===== config.mk =====
export PLATFORM = sky130hd
export DESIGN_NAME = scan_digit_entry
export DESIGN_NICKNAME = d
export VERILOG_FILES = /design/src/rtl/scan_digit_entry.sv
export SDC_FILE = /design/constraint.sdc
export NUM_CORES = 1
export LEC_CHECK = 0
export ABC_AREA = 1
export CAP_MARGIN = 0
export CORE_MARGIN = 2
export CORE_UTILIZATION = 40
export DETAILED_ROUTE_END_ITERATION = 10
export PLACE_DENSITY = 0.72
export RECOVER_POWER = 50
export SYNTH_ARGS = -nofsm -noshare
export SYNTH_HDL_FRONTEND = slang
export SYNTH_SLANG_ARGS = --single-unit

===== constraint.sdc =====
create_clock -name clk -period 1.5 [get_ports clk]
set_input_delay 0.3 -clock clk [delete_from_list [all_inputs] [get_ports clk]]
set_output_delay 0.3 -clock clk [all_outputs]
set_load 0.01 [all_outputs]

===== src/rtl/scan_digit_entry.sv =====
// PS/2 break-code digit entry: E0/F0 prefix FSM feeding a DIGITS-deep BCD buffer.
// Define SCAN_DIGIT_ENTRY_KEYPAD_EN to also accept keypad digits and keypad Enter.
module scan_digit_entry #(
    parameter int DIGITS = 4,
    parameter int CW     = 4
) (
    input  logic                  clk,
    input  logic                  rst,
    input  logic [7:0]            rx_byte,
    input  logic                  rx_valid,
    output logic                  digit_valid,
    output logic [3:0]            digit,
    output logic [4*DIGITS-1:0]   bcd,
    output logic [CW-1:0]         count,
    output logic                  overflow,
    output logic [4*DIGITS-1:0]   result,
    output logic                  entry_done
);

    localparam logic [1:0] IDLE    = 2'd0;
    localparam logic [1:0] EXT     = 2'd1;
    localparam logic [1:0] BRK     = 2'd2;
    localparam logic [1:0] EXT_BRK = 2'd3;

    localparam logic [CW-1:0] FULL = CW'(DIGITS);

    logic [1:0] state, state_nxt;
    logic       rel_norm, rel_ext;
    logic       is_digit, is_bs, is_esc, is_ent;
    logic [3:0] dval;

    always_comb begin
        state_nxt = state;
        rel_norm  = 1'b0;
        rel_ext   = 1'b0;
        if (rx_valid) begin
            case (state)
                IDLE: state_nxt = (rx_byte == 8'hE0) ? EXT :
                                  (rx_byte == 8'hF0) ? BRK : IDLE;
                EXT:  state_nxt = (rx_byte == 8'hE0) ? EXT :
                                  (rx_byte == 8'hF0) ? EXT_BRK : IDLE;
                BRK: begin
                    if (rx_byte == 8'hF0)      state_nxt = BRK;
                    else if (rx_byte == 8'hE0) state_nxt = EXT;
                    else begin
                        state_nxt = IDLE;
                        rel_norm  = 1'b1;
                    end
                end
                default: begin
                    // an E0 here is simply an unknown extended release
                    if (rx_byte == 8'hF0) state_nxt = EXT_BRK;
                    else begin
                        state_nxt = IDLE;
                        rel_ext   = 1'b1;
                    end
                end
            endcase
        end
    end

    always_comb begin
        is_digit = 1'b0;
        dval     = 4'd0;
        is_bs    = 1'b0;
        is_esc   = 1'b0;
        is_ent   = 1'b0;
        if (rel_norm) begin
            is_digit = 1'b1;
            case (rx_byte)
                8'h45: dval = 4'd0;
                8'h16: dval = 4'd1;
                8'h1E: dval = 4'd2;
                8'h26: dval = 4'd3;
                8'h25: dval = 4'd4;
                8'h2E: dval = 4'd5;
                8'h36: dval = 4'd6;
                8'h3D: dval = 4'd7;
                8'h3E: dval = 4'd8;
                8'h46: dval = 4'd9;
`ifdef SCAN_DIGIT_ENTRY_KEYPAD_EN
                8'h70: dval = 4'd0;
                8'h69: dval = 4'd1;
                8'h72: dval = 4'd2;
                8'h7A: dval = 4'd3;
                8'h6B: dval = 4'd4;
                8'h73: dval = 4'd5;
                8'h74: dval = 4'd6;
                8'h6C: dval = 4'd7;
                8'h75: dval = 4'd8;
                8'h7D: dval = 4'd9;
`endif
                default: is_digit = 1'b0;
            endcase
            is_bs  = (rx_byte == 8'h66);
            is_esc = (rx_byte == 8'h76);
            is_ent = (rx_byte == 8'h5A);
        end
`ifdef SCAN_DIGIT_ENTRY_KEYPAD_EN
        if (rel_ext && rx_byte == 8'h5A) is_ent = 1'b1;
`endif
    end

    always_ff @(posedge clk or posedge rst) begin
        if (rst) begin
            state       <= IDLE;
            digit_valid <= 1'b0;
            digit       <= 4'd0;
            bcd         <= '0;
            count       <= '0;
            overflow    <= 1'b0;
            result      <= '0;
            entry_done  <= 1'b0;
        end else begin
            state       <= state_nxt;
            digit_valid <= 1'b0;
            entry_done  <= 1'b0;
            if (is_digit) begin
                digit       <= dval;
                digit_valid <= 1'b1;
                if (count < FULL) begin
                    // shift form keeps DIGITS==1 legal
                    bcd   <= (bcd << 4) | {{(4*DIGITS-4){1'b0}}, dval};
                    count <= count + 1'b1;
                end else begin
                    overflow <= 1'b1;
                end
            end else if (is_bs) begin
                if (count != '0) begin
                    bcd   <= bcd >> 4;
                    count <= count - 1'b1;
                end
                overflow <= 1'b0;
            end else if (is_esc) begin
                bcd      <= '0;
                count    <= '0;
                overflow <= 1'b0;
            end else if (is_ent) begin
                result     <= bcd;
                entry_done <= 1'b1;
                bcd        <= '0;
                count      <= '0;
                overflow   <= 1'b0;
            end
        end
    end

endmodule


==> metrics.log <==
INFO  metric run_status = complete, but fails checks
INFO  metric violations = negative setup slack
INFO  metric fmax = 0.610 GHz
INFO  metric antenna_violating_nets_post_route = 0
INFO  metric number_of_antenna_violations_at_the_first_check_in_global_routing = 0
INFO  metric drt_iter0_drc = 340
INFO  metric hold_viol_final = 0
INFO  metric detailedRoute.firstPassIterationCount = 5
INFO  metric critPathSlowestCell = sky130_fd_sc_hd__dfrtp_1
INFO  metric worst_min_path_class = reg -> reg
INFO  metric cts_max_level = 2
INFO  metric cts_root_buffer = sky130_fd_sc_hd__clkbuf_8
INFO  metric floorplan.initialDensity = 41.3%
INFO  metric peak_ir_drop_on_the_vdd_network = ~340 µV
INFO  metric worst_tran_pin_value = approximately 1 ns
INFO  metric synthesis.area = roughly 2400 µm²
INFO  metric grt.total_usage = between 20% and 30%
INFO  metric postSynth.asyncResetShare = 100%
INFO  metric globalplace.congestion = roughly 0.9
INFO  metric wire_length_of_the_first_global_routing_pass = 13200 µm
INFO  metric floorplan.core_area = slightly below 6000 µm²
INFO  metric boundaryPins = 54
INFO  metric ys_seq_area_share = 46.3%
INFO  metric overall_via_count_from_detail_route = around 3000
INFO  metric antenna_cells = 0
INFO  metric clkSinkCount = 45
INFO  metric crit_fanout = 7
INFO  metric row_count = 28
INFO  metric fin_nets = approximately 480
INFO  metric rsz0062_at_grt = true
INFO  metric synthesis.area_per_instance = between 7 and 8 µm²
INFO  metric kind_of_end_point_of_the_critical_path = flip-flop
INFO  metric critPathMaxStageDelay = between 0.3 and 0.4 ns
INFO  metric setup_slack = -0.140 ns
INFO  metric io_buffers = 53
INFO  metric synth_instances = between 300 and 400
INFO  metric fin_tns_setup = -1.55 ns
INFO  metric path_type_of_the_worst_setup_path = reg -> reg
INFO  metric postSynth.topFlopCell = sky130_fd_sc_hd__dfrtp_1
INFO  metric synth_warnings = 0
INFO  metric layout_commonest_cell = sky130_fd_sc_hd__nand2_1
INFO  metric layout-drive-gt1-share = a little over two fifths
INFO  metric die_h = between 80 and 90 µm
INFO  metric grt_start_max_net_pins = 46
INFO  metric fin_crit_sh = 109%
INFO  metric dp_worst_setup_slack = -0.827 ns
INFO  metric clk_pin_slew = around 0.090 ns
INFO  metric avgViaCountPerCell = about 5.7
INFO  metric fin_util = 73.5%
INFO  metric layout-area-overhead-vs-synth = 77.7%
INFO  metric fillerInstances = 385
INFO  metric ctsHoldBuffers = 0
INFO  metric drt-total-wl = around 10000 µm
INFO  metric mostFrequentLayoutCells = 97 x sky130_fd_sc_hd__nand2_1, 70 x sky130_fd_sc_hd__buf_4, 43 x sky130_fd_sc_hd__dfrtp_1, 29 x sky130_fd_sc_hd__nand3_1, 24 x sky130_fd_sc_hd__dlygate4sd2_1
INFO  metric period_minus_slack = ~1.6 ns
INFO  metric final-max-slew-violation-count = 0
INFO  metric synth_seq_cells = 45
INFO  metric dp.final_hpwl = just under 5000 µm
INFO  metric post_drt_wl_per_cell = roughly 18 µm
INFO  metric synth_enable_flop_cells = 0
INFO  metric cp-start-kind = flip-flop
INFO  metric globalRouteOverflowTotal = 0
INFO  metric data_required_time_at_the_worst_endpoint = between 1.5 and 2 ns
INFO  metric die_area = just under 7000 µm²
INFO  metric power.static_leakage = 2.40 nW
INFO  metric slew_headroom = 33.2%
INFO  metric skew_pair_late_insertion_delay = around 0.3 ns
INFO  metric drc_errors = 0
INFO  metric maxCapViolations = 0
INFO  metric chipWidth = approximately 80 µm
INFO  metric cts_tree = done
INFO  metric clock_tree.buffer_depth = 2
INFO  metric cts_made_buffers = 5
INFO  metric crit_chain = inv_2, nand3_2, nor2_4, buf_6, buf_4, nand3_1, nand2_4, nand2_4, nand3_1, nand2_1
INFO  metric setup_viol_count_final = 22
INFO  metric p_per_area = about 540 nW/µm²
INFO  metric ys_types = 27
INFO  metric finalClockSkew = roughly 0.0075 ns
INFO  metric grt_pass1_vias = 2826
INFO  metric crit_arrival = 1.83 ns
INFO  metric net_count_after_synthesis = approximately 340
## flip-flops by register name, summed over array words and instances (netlist names)
register,cells
digit_valid,1
overflow,1
result,16
count,4
digit,4
entry_done,1
bcd,16
state,2
## cells in the mapped netlist, types with 2 or more instances
library cell	number	share of area (%)
sky130_fd_sc_hd__o21a_1	2	0.62
sky130_fd_sc_hd__nand3b_1	2	0.62
sky130_fd_sc_hd__nand2_2	3	0.77
sky130_fd_sc_hd__buf_4	4	1.2
sky130_fd_sc_hd__clkbuf_1	4	0.62
sky130_fd_sc_hd__nand3_1	49	10
sky130_fd_sc_hd__ha_1	2	1.0
sky130_fd_sc_hd__o21ai_0	20	4.1
sky130_fd_sc_hd__nor3_1	7	1.4
sky130_fd_sc_hd__inv_2	2	0.31
sky130_fd_sc_hd__nand2_1	124	19
sky130_fd_sc_hd__dfrtp_1	45	46
sky130_fd_sc_hd__buf_2	3	0.62
sky130_fd_sc_hd__nor2_4	3	1.4
sky130_fd_sc_hd__xor2_1	4	1.4
sky130_fd_sc_hd__nor2_1	15	2.3
sky130_fd_sc_hd__inv_1	26	4.0
sky130_fd_sc_hd__nand4_1	2	0.51
## where the power goes
group	total [mW]	switching, mW	leakage [nW]	internal, mW
clock	0.787	0.450	0.0447	0.337
sequential	1.24	0.00866	0.623	1.23
combinational	0.328	0.186	1.73	0.142
## through the flow
step           total power, mW  cell area (µm²)  cells  hold slack [ns]
2_1_floorplan             1.37             2500    326            0.431
3_3_place_gp              1.50             3470    494            0.457
3_5_place_dp              1.50             3470    494            0.465
4_1_cts                   2.31             4020    530            0.366
5_1_grt                   2.43             4330    540            0.502
6_report                  2.35             4330    540            0.483
## path summary, 6_finish.rpt
path,startpoint,endpoint,slack [ns],cells after the start
setup / recovery,state[0]$_DFFE_PP0P_,bcd[4]$_DFFE_PP0P_,-0.14,10
hold / removal,digit[0]$_DFFE_PP0P_,digit[0]$_DFFE_PP0P_,0.48,2
setup reg to reg,state[0]$_DFFE_PP0P_,bcd[4]$_DFFE_PP0P_,-0.14,10
hold reg to reg,digit[0]$_DFFE_PP0P_,digit[0]$_DFFE_PP0P_,0.48,2
max in group asynchronous,rst,count[0]$_DFFE_PP0P_,0.18,3
min in group asynchronous,rst,bcd[11]$_DFFE_PP0P_,0.63,3
## routing by layer
metal | global-route usage, % | part of all wire, %
met5 | 0 | 0
met4 | 10.3 | 5.3
met3 | 4.40 | 7.4
met2 | 45.0 | 48
met1 | 31.4 | 39
## cell type report
class	count	area [µm²]	area share (%)
multi-input combinational	242	1580	36.5
clock inverter	3	25.0	0.579
timing repair buffer	141	1300	30.1
sequential	45	1130	26.1
inverter	29	128	2.95
tap	75	93.8	2.17
clock buffer	5	68.8	1.59
## critical path: cells and delay by family, from the launching register on
kind | cells | cell delay (ns)
buffers and inverters | 3 | 0.31
and+or+nand+nor | 7 | 0.82
DFF | 1 | 0.39
## kinds of logic (layout without fill, tap and decap cells)
logic type,Yosys count,count (layout),synth area share [%]
adder cells (fa/ha/maj),2,2,1.03
XOR/XNOR,4,4,1.44
flip-flops,45,45,46.3
AND/OR/NAND/NOR,210,212,38.5
AO/OA/AOI/OAI,24,24,5.40
buffers and inverters,41,178,7.40
## what timing repair did
| action | CTS | global route |
|---|---|---|
| gates resized for setup | 122 | 87 |
| setup buffers | 25 | 9 |
| cloned | 3 | 1 |
| pin swaps | 46 | 34 |
| endpoints found under the setup margin | 71 | 61 |
| hold endpoints to repair | 0 | 0 |
Note: power is estimated with default switching activity, not from simulation.
